--- src/rtl/shift_ram_var.sv ---
// Run-time programmable delay line (2..Depth enabled cycles) on a 1R1W RAM; SHIFT_RAM_VAR_ZERO_FILL_EN zeroes dout_data until primed.
// Latency: len_q enabled cycles, registered read; no backpressure, en simply stalls the line and dout_data holds.

module ram_1c_1r_1w #(
  parameter int Width = 8,
  parameter int Depth = 32,
  parameter int AddrW = (Depth > 1) ? $clog2(Depth) : 1
) (
  input  logic             clk,
  input  logic             wr_en,
  input  logic [AddrW-1:0] wr_addr,
  input  logic [Width-1:0] wr_data,
  input  logic             rd_en,
  input  logic [AddrW-1:0] rd_addr,
  output logic [Width-1:0] rd_data
);

  logic [Width-1:0] mem [Depth];

  always_ff @(posedge clk) begin
    if (wr_en) mem[wr_addr] <= wr_data;
    if (rd_en) rd_data <= mem[rd_addr];
  end

endmodule

module shift_ram_var #(
  parameter int Width = 8,
  parameter int Depth = 32,
  parameter int LenW  = $clog2(Depth + 1)
) (
  input  logic             clk,
  input  logic             rst,
  input  logic [LenW-1:0]  len,
  input  logic             flush,
  input  logic             en,
  input  logic [Width-1:0] din_data,
  output logic [Width-1:0] dout_data,
  output logic             primed
);

  localparam int AW = (Depth > 1) ? $clog2(Depth) : 1;
  localparam logic [LenW-1:0] LenMin   = LenW'(2);
  localparam logic [LenW-1:0] LenMax   = LenW'(Depth);
  localparam logic [LenW:0]   DepthExt = (LenW+1)'(Depth);
  localparam logic [AW-1:0]   AddrLast = AW'(Depth - 1);

  logic [LenW-1:0]  len_eff;
  logic [LenW-1:0]  len_q;
  logic [LenW-1:0]  fill_cnt;
  logic [LenW-1:0]  fill_inc;
  logic             len_chg;
  logic             wr_en;
  logic [AW-1:0]    wr_addr;
  logic [AW-1:0]    wr_addr_inc;
  logic [LenW:0]    rd_sum;
  logic [LenW:0]    rd_wrap;
  logic [AW-1:0]    rd_addr;
  logic [Width-1:0] ram_q;

  always_comb begin
    len_eff = len;
    if (len < LenMin)      len_eff = LenMin;
    else if (len > LenMax) len_eff = LenMax;
  end

  assign len_chg     = (len_eff != len_q);
  assign wr_en       = en & ~flush;
  assign fill_inc    = fill_cnt + 1'b1;
  assign wr_addr_inc = (wr_addr == AddrLast) ? '0 : wr_addr + 1'b1;

  // Biasing by Depth keeps the subtraction non-negative; one conditional
  // subtract then wraps, so Depth need not be a power of two.
  always_comb begin
    rd_sum  = (LenW+1)'(wr_addr) + DepthExt + {{LenW{1'b0}}, en} - {1'b0, len_q};
    rd_wrap = rd_sum;
    if (rd_sum >= DepthExt) rd_wrap = rd_sum - DepthExt;
    rd_addr = AW'(rd_wrap);
  end

  always_ff @(posedge clk or posedge rst) begin
    if (rst) begin
      wr_addr  <= '0;
      fill_cnt <= '0;
      len_q    <= LenMax;
      primed   <= 1'b0;
    end else if (flush) begin
      wr_addr  <= '0;
      fill_cnt <= '0;
      primed   <= 1'b0;
      if (len_chg) len_q <= len_eff;
    end else if (len_chg) begin
      // Old history is not trusted at the new length; the pointer keeps moving.
      len_q    <= len_eff;
      fill_cnt <= '0;
      primed   <= 1'b0;
      if (en) wr_addr <= wr_addr_inc;
    end else if (en) begin
      wr_addr <= wr_addr_inc;
      if (fill_cnt != len_q) begin
        fill_cnt <= fill_inc;
        primed   <= (fill_inc == len_q);
      end
    end
  end

  ram_1c_1r_1w #(
    .Width (Width),
    .Depth (Depth),
    .AddrW (AW)
  ) u_ram (
    .clk     (clk),
    .wr_en   (wr_en),
    .wr_addr (wr_addr),
    .wr_data (din_data),
    .rd_en   (wr_en),
    .rd_addr (rd_addr),
    .rd_data (ram_q)
  );

`ifdef SHIFT_RAM_VAR_ZERO_FILL_EN
  // primed is itself a flop aligned with ram_q, so masking costs no latency.
  assign dout_data = primed ? ram_q : '0;
`else
  assign dout_data = ram_q;
`endif

endmodule
--- config.mk ---
export PLATFORM = sky130hd
export DESIGN_NAME = shift_ram_var
export DESIGN_NICKNAME = d
export VERILOG_FILES = /design/src/rtl/shift_ram_var.sv
export SDC_FILE = /design/constraint.sdc
export NUM_CORES = 1
export LEC_CHECK = 0
export ABC_AREA = 1
export BUFFER_PORTS_ARGS = -buffer_cell sky130_fd_sc_hd__buf_2
export CORE_ASPECT_RATIO = 0.7
export CORE_MARGIN = 2
export CORE_UTILIZATION = 41
export DETAILED_ROUTE_END_ITERATION = 10
export PLACE_DENSITY = 0.64
export SLEW_MARGIN = 40
export SYNTH_ARGS = -nofsm -noshare
export SYNTH_HDL_FRONTEND = slang
export SYNTH_HIERARCHICAL = 1
export SYNTH_SLANG_ARGS = --single-unit
--- constraint.sdc ---
create_clock -name clk -period 5.96 [get_ports clk]
set_clock_uncertainty 0.05 [all_clocks]
set_input_delay 0.298 -clock clk [delete_from_list [all_inputs] [get_ports clk]]
set_output_delay 0.298 -clock clk [all_outputs]
set_load 0.05 [all_outputs]
==> flow_metrics.tcl, run 1 <==
set metrics [dict create \
    status "completed" \
    seqCellArea_mm2 0.00838 \
    grt_max_degree 94 \
    worstPathRequired_ns 6.20 \
    period_minus_slack_ns 3.40 \
    maxSlewHeadroom_pct 45.8 \
    dp.cells 1543 \
    postCtsHoldBufs 5 \
    max_freq_mhz 294 \
    syn_area_mm2 0.0124 \
    timing.final.max_slew_violations 0 \
    tightest_slew_ns 0.810 \
    crit_type "reg -> reg" \
    ctsHtreeMaxLevel 1 \
    ir_drop_uv 240 \
    met3_usage_pct 3.00 \
    syn_to_final_growth_pct 11.4 \
    wl_per_cell_um 18.8 \
    insertion_delay_ns 0.54 \
    min_path_cells 5 \
    overflow 0 \
    first_pass_iters 5 \
    io_pins 27 \
    dp_hpwl_um 17800 \
    avgSynthCellArea_um2 10.8 \
    die_h_um 149 \
    final_nets 1196 \
    use_met1_pct 30.5 \
    reg2regPathDepth 14 \
    synth_top_area_share_pct 63.9 \
    top_usage_layer "met1" \
    endpoint_kind "register" \
    rsz0062_at_grt "no" \
    initial_core_util_pct 41.5 \
    drive_gt1_share_pct 9.09 \
    fp.dieW_um 212 \
    final_antenna_net_count 0 \
    antenna_found_initial 0 \
    port_buffers 26 \
    nFillCells 2745 \
    path_max_fanout 93 \
    setup_violations 0 \
    finalHoldViolCount 0 \
    ys.warnings.count 6 \
    start_kind "register" \
    grt_pass1_wl_um 45800 \
    clockBufferDepth 3 \
    grtUsageTotal_pct 19.3 \
    cts_tree "yes" \
    grtUsageMet2_pct 28.3 \
    final_cells 1600 \
    clkSinkCount 282 \
    cts-buffers-inserted 28 \
    synth.area.top_cells "edfxtp_1, nand2_1, nand3_1" \
    seq_area_frac_synth_pct 67.6 \
    synthesis.nets 1181 \
    hp-class "in -> reg" \
    initialDrtViolationCount 991 \
    cap_violations 0 \
    postCtsSetupBuffers 0 \
    grt_pass1_vias 7762 \
    finalWirelength_um 30100 \
    p_leak_nw 5.32 \
    cts_resized 0 \
    num_vias 8417 \
    coreArea_mm2 0.0299 \
    ys_ff_latch 282 \
    yosys.area.top_type "edfxtp_1" \
    antenna_cells 0 \
    clockRootBuffer "clkbuf_16" \
    power.density_mw_per_mm2 370 \
    yosysUniqueCellTypes 30 \
    fin_setup_tns_ns 0 \
    multi_input_area_mm2 0.00342 \
    vias_per_cell 5.26 \
    cts.clk_slew.worst_paths_ns 0.07 \
    dieArea_mm2 0.0317 \
    row_count 53 \
    drc 0 \
    finalCritPeriodShare_pct 57.1 \
    worstPathArrival_ns 3.64 \
    place_congestion 0.865 \
    netlist_instances 1151 \
]
[layout by cell type (no fill, tap or decap), drive strengths merged]
cell type | synthesis | routed
a21oi | 3 | 3
a22o | 2 | 2
a32o | 1 | 1
buf | 47 | 34
bufinv | 0 | 7
clkbuf | 7 | 31
clkinv | 0 | 9
clkinvlp | 0 | 5
dfrtp | 17 | 17
dfstp | 1 | 1
dlygate4sd3 | 0 | 5
edfxtp | 264 | 264
fa | 1 | 1
ha | 11 | 11
inv | 55 | 55
nand2 | 448 | 448
nand3 | 230 | 230
nand4 | 1 | 1
nor2 | 51 | 51
o21ai | 2 | 2
o2bb2ai | 1 | 1
or2 | 1 | 1
xnor2 | 3 | 3
xor2 | 5 | 5
[cells in the mapped netlist (all sizes together)]
master     n
a21oi      3
a22o       2
a32o       1
buf       47
clkbuf     7
dfrtp     17
dfstp      1
edfxtp   264
fa         1
ha        11
inv       55
nand2    448
nand3    230
nand4      1
nor2      51
o21ai      2
o2bb2ai    1
or2        1
xnor2      3
xor2       5
[report_power, final]
| part | leakage (nW) | switching [mW] | total (mW) | internal (mW) |
|---|---|---|---|---|
| combinational | 2.22 | 0.690 | 0.941 | 0.251 |
| sequential | 2.62 | 0.0178 | 2.21 | 2.20 |
| clock | 0.486 | 0.765 | 1.96 | 1.20 |
[layer usage]
| metal | routed length, µm | vias to the layer above |
|---|---|---|
| li1 | - | 3947 |
| met1 | 14200 | 4055 |
| met2 | 12800 | 386 |
| met3 | 2710 | 29 |
| met4 | 335 | 0 |
| met5 | 0 | - |
[cell type report]
class	count	area share, %
clock inverters	21	2.19
clock buffers	31	5.31
multi-input cells	760	24.8
flip-flops and latches	282	60.7
well taps	412	3.73
inverters	55	1.55
repair buffers	39	1.77
[flip-flops by register name (all words and copies together) (netlist names)]
register       flops
fill_cnt           6
u_ram/rd_data      8
len_q              6
primed             1
u_ram/mem        256
wr_addr            5
[path summary, 6_finish.rpt]
path                                   startpoint                          to  slack (ns)
setup / recovery           wr_addr[0]$_DFFE_PP0P_  u_ram/rd_data[1]$_DFFE_PP_        2.56
hold / removal                             len[1]        len_q[1]$_DFFE_PP0P_        0.07
setup reg to reg           wr_addr[0]$_DFFE_PP0P_  u_ram/rd_data[1]$_DFFE_PP_        2.56
hold reg to reg                primed$_DFFE_PP0P_          primed$_DFFE_PP0P_        0.55
max in group asynchronous                     rst      wr_addr[2]$_DFFE_PP0P_        5.22
min in group asynchronous                     rst        len_q[4]$_DFFE_PP0P_        0.27
[metrics by stage]
stage / setup slack, ns / power [mW] / instance area [µm²] / utilization (%) / hold WS [ns]
4_1_cts: 2.59 / 5.13 / 13800 / 46.1 / 0.0377
2_1_floorplan: 3.33 / 2.93 / 12400 / - / 0.186
3_5_place_dp: 2.61 / 3.18 / 12700 / 42.5 / 0.416
5_1_grt: 2.32 / 5.32 / 13800 / 46.2 / 0.114
6_report: 2.56 / 5.11 / 13800 / 46.2 / 0.0735
3_3_place_gp: 2.49 / 3.17 / 12700 / 42.5 / 0.412
[critical path, cell delays in order (launching register included)]
cell and delay (ns):
dfrtp_1 0.43, inv_1 0.10, ha_1 0.27, inv_1 0.06, ha_4 0.64, inv_6 0.40, buf_4 0.41, nand2_1 0.11
nand3_1 0.11, nand3_1 0.13, nand2_1 0.07, nand2_1 0.07, nand2_1 0.06, nand2_1 0.08, nand2_1 0.06
[cells by family after synthesis]
family | synth area share, %
flops | 67.6
simple gates | 25.0
buf+inv | 5.05
compound gates | 0.525
xor+xnor | 0.565
fa+ha+maj | 1.27
Power figures use the tool's default switching activity.
==> inputs of run 2 (changes only) <==
clock period = 3.26 ns   (was 5.96 ns; I/O delays follow)
==> flow_metrics.tcl, run 2 (synthesized netlist as in run 1, its figures left out) <==
set metrics [dict create \
    num_vias 8484 \
    final_nets 1228 \
    drc 0 \
    start_kind "register" \
    finalCritPeriodShare_pct 91.9 \
    row_count 53 \
    seq_power_share_pct 43.5 \
    clockRootBuffer "clkbuf_16" \
    worst_slack_ns 0.264 \
    port_buffers 26 \
    antenna_cells 0 \
    netSwitchingFraction_pct 29.3 \
    endpoint_kind "register" \
    ir_drop_uv 320 \
    clockBufferDepth 3 \
    grt_pass1_wl_um 47800 \
    tightest_slew_ns 0.823 \
    place_congestion 0.871 \
    dpl_cell_area_mm2 0.0130 \
    pre_cts_ws_ns 0.344 \
    p_int_mw 6.57 \
    setup_violations 0 \
    cts-buffers-inserted 29 \
    wl_per_cell_um 19.0 \
    grtUsageTotal_pct 20.1 \
    die_h_um 149 \
    coreArea_mm2 0.0299 \
    hp-class "in -> reg" \
    insertion_delay_ns 0.55 \
    cts_tree "yes" \
    initialDrtViolationCount 1047 \
    dieArea_mm2 0.0317 \
    power.density_mw_per_mm2 661 \
    first_pass_iters 5 \
    clkSinkCount 282 \
    status "completed" \
    period_minus_slack_ns 3.00 \
    overflow 0 \
    antenna_found_initial 0 \
    post-route-util_pct 47.0 \
    p_clk_share_pct 36.7 \
    maxSlewHeadroom_pct 45.1 \
    worstPathArrival_ns 3.24 \
    comb_power_share_pct 19.8 \
    nFillCells 2722 \
    grt_max_degree 69 \
    switching_power_mw 2.72 \
    p_leak_nw 5.48 \
    grt_pass1_vias 7948 \
    design_area_mm2 0.0141 \
    final_cell_mix "nand2_1, edfxtp_1, nand3_1, inv_1, nor2_1" \
    drive_gt1_share_pct 10.5 \
    timing.final.max_slew_violations 0 \
    dp_hpwl_um 19600 \
    cts_resized 0 \
    finalHoldViolCount 0 \
    crit_type "reg -> reg" \
    fp.dieW_um 212 \
    initial_core_util_pct 41.5 \
    vias_per_cell 5.20 \
    largest_registers "u_ram/mem (256), u_ram/rd_data (8)" \
    cap_violations 0 \
    largest_register_ffs 256 \
    worstPathRequired_ns 3.51 \
    mostFrequentLayoutCell "nand2_1" \
    rsz0062_at_grt "no" \
    path_max_fanout 31 \
    final_antenna_net_count 0 \
    fin_setup_tns_ns 0 \
    io_pins 27 \
    syn_to_final_growth_pct 13.4 \
    cts.clk_slew.worst_paths_ns 0.07 \
    ctsHtreeMaxLevel 1 \
    regMostFlops "u_ram/mem" \
    max_freq_mhz 334 \
    finalWirelength_um 31000 \
]
[run 2: changes by cell type in the layout (fill, tap and decap cells not counted), moves of 2 or more]
cell,before,now
bufinv_16,7,5
clkinv_1,5,7
dlygate4sd3_1,5,10
nor2_1,41,44
buf_12,0,6
buf_4,7,28
nor2_2,7,4
clkbuf_1,2,4
[run 2: worst paths after layout]
check	from	end	slack [ns]	cells past startpoint
worst min register to register	primed$_DFFE_PP0P_	primed$_DFFE_PP0P_	0.55	4
max in group asynchronous	rst	len_q[5]$_DFFE_PP1P_	2.65	3
worst max-delay path	wr_addr[0]$_DFFE_PP0P_	u_ram/rd_data[3]$_DFFE_PP_	0.26	16
worst max register to register	wr_addr[0]$_DFFE_PP0P_	u_ram/rd_data[3]$_DFFE_PP_	0.26	16
worst min-delay path	en	wr_addr[1]$_DFFE_PP0P_	0.09	3
min in group asynchronous	rst	primed$_DFFE_PP0P_	0.13	3
[run 2: layout make-up]
cell class	instances	area, µm²	share of cell area, %
Timing Repair Buffer	70	561	3.99
Inverter	55	209	1.49
Clock inverter	20	239	1.70
Tap cell	412	515	3.67
Sequential cell	282	8380	59.6
Multi-Input combinational cell	760	3420	24.3
Clock buffer	33	741	5.27
[run 2: power by group through the flow]
stage / clock [mW] / combinational (mW) / sequential, mW
final: 3.41 / 1.84 / 4.04
after global routing: 3.60 / 2.03 / 4.04
after CTS: 3.47 / 1.81 / 4.04
after detailed placement: 0 / 1.80 / 4.12
after global placement: 0 / 1.80 / 4.12
after floorplan: 0 / 1.19 / 4.17
[run 2: layer usage]
layer	global-route usage, %	up-vias	part of all wire, %
met5	0	-	0
met4	3.35	0	1.5
met3	4.20	34	9.2
met2	28.0	322	42
met1	32.3	4122	48
li1	-	4006	-
[run 2: repair_timing]
action                    in CTS  in global routing
hold endpoints to repair      26                  0
hold buffers                  10                  0
buffers inserted               0                  0
[run 2: critical path: stages, from the launching register on]
cell	delay, ns
dfrtp_1	0.43
inv_1	0.09
ha_1	0.28
inv_1	0.09
ha_4	0.13
inv_1	0.05
fa_1	0.54
inv_2	0.06
inv_2	0.11
buf_12	0.20
nand3_1	0.23
nand3_1	0.16
nand2_1	0.08
nand2_1	0.07
nand2_1	0.05
nand2_1	0.07
nand2_1	0.05
[run 2: stage by stage]
stage / total power [mW] / cells / hold WS, ns
finish: 9.29 / 1632 / 0.0930
global route: 9.67 / 1632 / 0.0955
CTS: 9.33 / 1632 / 0.0700
detailed placement: 5.92 / 1569 / 0.276
global placement: 5.92 / 1569 / 0.274
floorplan: 5.36 / 1151 / 0.0508
